===== src/rtl/cfa_pkg.sv =====
// Shared constants for the gradient-magnitude pipeline: default pixel width,
// mode encodings, per-tap weight shifts and the minimum output width rule.
package cfa_pkg;

    localparam int PIXEL_W_DEFAULT = 12;
    localparam int NUM_TAPS        = 5;

    typedef enum logic {
        MODE_WEIGHTED = 1'b0,   // weights 1,2,4,2,1
        MODE_UNIFORM  = 1'b1    // weights 1,1,1,1,1
    } mode_e;

    // Weights are powers of two, applied as left shifts per tap e1..e5.
    localparam int TAP_SHIFT [NUM_TAPS] = '{0, 1, 2, 1, 0};

    // Worst case is ten times the largest difference (weights sum to 10),
    // which needs four extra bits above the pixel width.
    function automatic int min_out_w(input int pixel_w);
        return pixel_w + 4;
    endfunction

endpackage


===== src/rtl/grad_abs_pipe_abs_diff.sv =====
// Exact |a - b| for unsigned pixels, purely combinational.
module abs_diff #(
    parameter int PIXEL_W = 12
) (
    input  logic [PIXEL_W-1:0] a,
    input  logic [PIXEL_W-1:0] b,
    output logic [PIXEL_W-1:0] y
);

    logic signed [PIXEL_W:0] diff;

    // Signed difference one bit wider than the pixels, folded to its magnitude.
    always_comb begin
        diff = $signed({1'b0, a}) - $signed({1'b0, b});
        y    = diff[PIXEL_W] ? PIXEL_W'(-diff) : diff[PIXEL_W-1:0];
    end

endmodule


===== src/rtl/grad_abs_pipe.sv =====
// Three-stage weighted sum of absolute differences between a local mean and
// five neighbour pixels, with valid/ready flow control on both sides.
module grad_abs_pipe
    import cfa_pkg::*;
#(
    parameter int PIXEL_W = PIXEL_W_DEFAULT,
    parameter int OUT_W   = PIXEL_W + 5
) (
    input  logic               clk,
    input  logic               rst,
    input  logic [PIXEL_W-1:0] e1,
    input  logic [PIXEL_W-1:0] e2,
    input  logic [PIXEL_W-1:0] e3,
    input  logic [PIXEL_W-1:0] e4,
    input  logic [PIXEL_W-1:0] e5,
    input  logic [PIXEL_W-1:0] mean_1,
    input  logic               mode,
    input  logic               in_valid,
    output logic               in_ready,
    output logic [OUT_W-1:0]   grad_abs,
    output logic               out_valid,
    input  logic               out_ready
);

    generate
        if (OUT_W < min_out_w(PIXEL_W)) begin : g_out_w_too_small
            $error("grad_abs_pipe: OUT_W must be at least PIXEL_W+4");
        end
    endgenerate

    // ---------------- stage valids and load conditions ----------------
    logic v1, v2, v3;
    logic ld1, ld2, ld3;

    // A stage loads when it is empty or its contents leave this cycle.
    // NOTE: ld chain is combinational from out_ready back to in_ready; that
    // is what allows full throughput without a skid buffer.
    assign ld3      = !v3 || out_ready;
    assign ld2      = !v2 || ld3;
    assign ld1      = !v1 || ld2;
    assign in_ready = ld1 && !rst;

    // Stage valid bits advance with their load conditions; reset empties all.
    always_ff @(posedge clk or posedge rst) begin
        if (rst) begin
            v1 <= 1'b0;
            v2 <= 1'b0;
            v3 <= 1'b0;
        end else begin
            if (ld1) v1 <= in_valid;
            if (ld2) v2 <= v1;
            if (ld3) v3 <= v2;
        end
    end

    // ---------------- S1: absolute differences ----------------
    logic [PIXEL_W-1:0] pix   [NUM_TAPS];
    logic [PIXEL_W-1:0] abs_c [NUM_TAPS];

    assign pix[0] = e1;
    assign pix[1] = e2;
    assign pix[2] = e3;
    assign pix[3] = e4;
    assign pix[4] = e5;

    for (genvar i = 0; i < NUM_TAPS; i++) begin : g_abs
        abs_diff #(.PIXEL_W(PIXEL_W)) u_abs_diff (
            .a (mean_1),
            .b (pix[i]),
            .y (abs_c[i])
        );
    end

    logic [PIXEL_W-1:0] s1_abs [NUM_TAPS];
    mode_e              s1_mode;

    // ---------------- S2: weighting and partial sums ----------------
    logic [OUT_W-1:0] w_c [NUM_TAPS];

    // Zero-extend each difference, then shift by its tap weight in weighted mode.
    always_comb begin
        for (int i = 0; i < NUM_TAPS; i++) begin
            w_c[i] = OUT_W'(s1_abs[i]);
            if (s1_mode == MODE_WEIGHTED) begin
                w_c[i] = w_c[i] << TAP_SHIFT[i];
            end
        end
    end

    logic [OUT_W-1:0] s2_p0, s2_p1, s2_p2;

    // Data registers of S1/S2 follow their stage's load; contents of an empty
    // stage are don't-care.
    // NOTE: these payload registers have no reset on purpose -- the valid bits
    // alone decide whether they mean anything, so resetting them buys nothing.
    always_ff @(posedge clk) begin
        if (ld1 && in_valid) begin
            s1_abs  <= abs_c;
            s1_mode <= mode_e'(mode);
        end
        if (ld2 && v1) begin
            s2_p0 <= w_c[0] + w_c[1];
            s2_p1 <= w_c[2] + w_c[3];
            s2_p2 <= w_c[4];
        end
    end

    // ---------------- S3: final sum ----------------
    logic [OUT_W-1:0] s3_sum;

    // Output register is reset so grad_abs reads 0 until the first result.
    always_ff @(posedge clk or posedge rst) begin
        if (rst) begin
            s3_sum <= '0;
        end else if (ld3 && v2) begin
            s3_sum <= s2_p0 + s2_p1 + s2_p2;
        end
    end

    assign grad_abs  = s3_sum;
    assign out_valid = v3;

endmodule


===== config.mk =====
export PLATFORM = sky130hd
export DESIGN_NAME = grad_abs_pipe
export DESIGN_NICKNAME = d
export VERILOG_FILES = /design/src/rtl/cfa_pkg.sv /design/src/rtl/grad_abs_pipe_abs_diff.sv /design/src/rtl/grad_abs_pipe.sv
export SDC_FILE = /design/constraint.sdc
export NUM_CORES = 1
export LEC_CHECK = 0
export CAP_MARGIN = 20
export CORE_UTILIZATION = 45
export DETAILED_ROUTE_END_ITERATION = 12
export GPL_ROUTABILITY_DRIVEN = 0
export PLACE_DENSITY = 0.77
export SLEW_MARGIN = 20
export SYNTH_ARGS = -nofsm -noshare
export SYNTH_HDL_FRONTEND = slang
export SYNTH_HIERARCHICAL = 1
export SYNTH_SLANG_ARGS = --single-unit

===== constraint.sdc =====
create_clock -name clk -period 2.8 [get_ports clk]
set_input_delay 0.56 -clock clk [delete_from_list [all_inputs] [get_ports clk]]
set_output_delay 0.56 -clock clk [all_outputs]
set_load 0.03 [all_outputs]

==> results.sh <==
export IMPL_status="finished with violations"
export IMPL_violations="setup timing"
export IMPL_hp_start="s1_abs[4]$_DFFE_PP_"
export IMPL_drt_iter0_markers=648
export IMPL_antenna_found_initial=0
export IMPL_critical_path_max_fanout=3
export IMPL_grt_pass1_vias=9080
export IMPL_start_util_pct=45.80
export IMPL_power_density_mw_per_mm2=792.9
export IMPL_cts_tree="done"
export IMPL_reg2reg_from="s2_p1[11]$_DFFE_PP_"
export IMPL_die_area_mm2=0.02444
export IMPL_clk_pin_slew_worst_paths_ns=0.06
export IMPL_cts_made_buffers=17
export IMPL_crit_type="input pin to flop"
export IMPL_hpwlAfterDp_um=20570
export IMPL_synth_area_mm2=0.01072
export IMPL_crit_path_start_kind="input pin"
export IMPL_hold_class="flop to flop"
export IMPL_syn_to_final_growth_pct=39.76
export IMPL_synth_top_cell_by_area="edfxtp_1"
export IMPL_vias=9535
export IMPL_place_ws_ns=-0.8250
export IMPL_ios=96
export IMPL_final_layout_size_suffix_gt1_share_pct=28.91
export IMPL_finalCriticalPeriod_ns=2.800
export IMPL_slew_violations=0
export IMPL_drv_cap=0
export IMPL_post_place_cells=1716
export IMPL_final_antenna_net_count=0
export IMPL_setup_ws_ns=-0.00003930
export IMPL_rsz0062_at_grt="true"
export IMPL_crit_start="e4[1]"
export IMPL_synth_area_per_cell_um2=9.718
export IMPL_wl_per_cell_um=15.60
export IMPL_grt_remaining_overflow=0
export IMPL_wl_um=27540
export IMPL_clk_path_buf_depth=2
export IMPL_portBuffers=94
export IMPL_firstDrtPassIters=5
export IMPL_drc=0
export IMPL_postSynthCellCount=1103
export IMPL_synth_cell_type_count=86
export IMPL_via_per_inst=5.402
export IMPL_grt_start_max_net_pins=42
export IMPL_clock_sinks=121
export IMPL_synthArstFlopShare_pct=15.70
export IMPL_synth_edf_count=102
export IMPL_fin_crit_sh_pct=100.0
export IMPL_tightest_slew_ns=0.6846
export IMPL_fin_skew_ns=0.006147
export IMPL_ir_worst_vdd_v=0.0006157
export IMPL_worstSetupEndpointType="flop"
export IMPL_nets=1636
export IMPL_synth_seq_cells=121
export IMPL_finalHoldViolations=0
export IMPL_synth_area_leaders="edfxtp_1 29%, ha_1 12%, xnor2_1 5.8%, dfrtp_1 4.4%, mux2_2 4.0%"
export IMPL_relSlewSlack_pct=54.31
export IMPL_crit_arrival_ns=2.96
export IMPL_final_cells=1765
export IMPL_cts_max_level=4
export IMPL_syn_nets=1306
export IMPL_finalSetupViolCount=1
export IMPL_grt_use_total_pct=22.44
export IMPL_p_leak_nw=6.441
export IMPL_clock_latency_ns=0.41
export IMPL_timing_fmax_ghz=0.3571
export IMPL_crit_required_ns=2.96
export IMPL_grt_pass1_wl_um=43530
export IMPL_die_w_um=156.3
export IMPL_yosys_warnings=6
export IMPL_synth_flop_cell="edfxtp_1"
export IMPL_row_count=56
export IMPL_antenna_cells=0
export IMPL_core_area_mm2=0.02340
export IMPL_yosysSeqAreaShare_pct=33.01
export IMPL_synth_top_cell_area_share_pct=28.57
export IMPL_cts_root_buf="clkbuf_16"
export IMPL_hold_buffers=0
export IMPL_die_h_um=156.3
metal layers:
layer | GRT usage (%) | part of all wire, % | vias up
li1 | - | - | 4742
met1 | 28.59 | 44 | 4459
met2 | 39.67 | 49 | 299
met3 | 3.295 | 4.5 | 35
met4 | 5.649 | 1.8 | 0
met5 | 0 | 0 | -
power breakdown:
| group | switching (mW) | total, mW | internal [mW] |
|---|---|---|---|
| logic | 3.45 | 6.60 | 3.15 |
| registers | 0.289 | 2.94 | 2.65 |
| clock network | 0.773 | 2.33 | 1.56 |
| total | 4.51 | 11.9 | 7.37 |
cell usage after synthesis (5+ instances only):
library cell,number
a211o_1,6
a211oi_1,13
a21o_1,18
a21oi_1,69
a221oi_1,7
a31oi_1,12
a41oi_1,9
and2_1,15
and3_1,9
clkbuf_1,7
dfrtp_1,19
edfxtp_1,102
fa_1,20
ha_1,106
inv_1,100
mux2_2,38
nand2_1,60
nand2b_1,13
nand3_1,20
nand4_1,10
nor2_1,83
nor2b_1,26
nor3_1,22
nor4_1,9
o2111ai_1,7
o211ai_1,6
o21a_1,20
o21ai_0,47
o21ai_1,6
o21bai_1,5
or3_1,5
or3b_1,6
xnor2_1,71
xor2_1,34
critical path, stage by stage:
cell,delay (ns)
clkdlybuf4s50_1,0.45
inv_1,0.08
fa_2,0.36
a21o_2,0.25
a21oi_1,0.20
xnor2_1,0.14
nor3_1,0.31
nand4_1,0.20
o31ai_1,0.30
xnor2_1,0.11
area by class of cell:
| type | instances | area (um2) |
|---|---|---|
| Clock buffer | 17 | 425.4 |
| Clock inverter | 15 | 206.4 |
| Fill cell | 1786 | 8422 |
| Inverter | 100 | 375.4 |
| Multi-Input combinational cell | 865 | 7228 |
| Sequential cell | 121 | 3538 |
| Tap cell | 319 | 399.1 |
| Timing Repair Buffer | 328 | 2808 |
placed cells by master (no fill, tap or decap), types with 7 or more instances in the layout:
master,count
a211oi_1,8
a21o_1,17
a21oi_1,63
a21oi_2,8
a31oi_1,10
and2_1,13
and3_1,9
buf_4,221
buf_6,7
clkbuf_16,18
clkdlybuf4s50_1,81
dfrtp_1,19
edfxtp_1,102
fa_1,13
fa_2,7
ha_1,85
ha_2,11
ha_4,10
inv_1,97
mux2_2,38
nand2_1,59
nand2b_1,13
nand3_1,18
nand4_1,10
nor2_1,81
nor2b_1,24
nor3_1,17
nor4_1,7
o21a_1,19
o21ai_0,42
o21ai_1,9
xnor2_1,68
xor2_1,32
kinds of logic after synthesis:
family	after synthesis	synth area share (%)
AO/OA/AOI/OAI	282	18.40
buffers and inverters	117	4.249
flip-flops	121	33.01
XOR/XNOR	106	8.790
adder cells (fa/ha/maj)	126	16.11
multiplexers	42	4.366
AND/OR/NAND/NOR	308	15.05
other	1	0.03498
stage by stage:
stage	power [mW]	utilization, %	TNS, ns	hold WS (ns)	instance area [um2]
after detailed placement	9.102	58.50	-39.42	0.4054	13690
after CTS	11.59	62.22	0	0.4151	14560
after global routing	12.67	64.01	-0.3772	0.4291	14980
after global placement	8.886	58.50	-34.18	0.4019	13690
final	11.88	64.01	-0.00003930	0.4130	14980
after floorplan	7.055	-	-0.01140	0.4003	10760
path summary, 6_finish.rpt:
path | to | slack [ns] | cells past startpoint
max | s1_abs[22]$_DFFE_PP_ | -0.00004 | 10
min | s2_p2[4]$_DFFE_PP_ | 0.41 | 0
max reg2reg | grad_abs[14]$_DFFE_PP0P_ | 0.05 | 7
min reg2reg | s2_p2[4]$_DFFE_PP_ | 0.41 | 0
max in group asynchronous | grad_abs[11]$_DFFE_PP0P_ | 1.78 | 2
min in group asynchronous | grad_abs[10]$_DFFE_PP0P_ | 0.59 | 2
sequential cells by signal, summed over array words and instances, names as in the netlist:
register and cells:
s1_abs 60, grad_abs 16, s2_p1 15, s2_p0 14, s2_p2 12, out_valid 1
s1_mode 1, v1 1, v2 1
what timing repair did:
action                                 CTS  global route
setup endpoints to repair               56            49
resized for setup                       50            73
setup buffers                            5             8
pin swaps                               38            42
endpoints found under the hold margin    0             0
gates cloned                             2             2
Power figures use the tool's default switching activity.
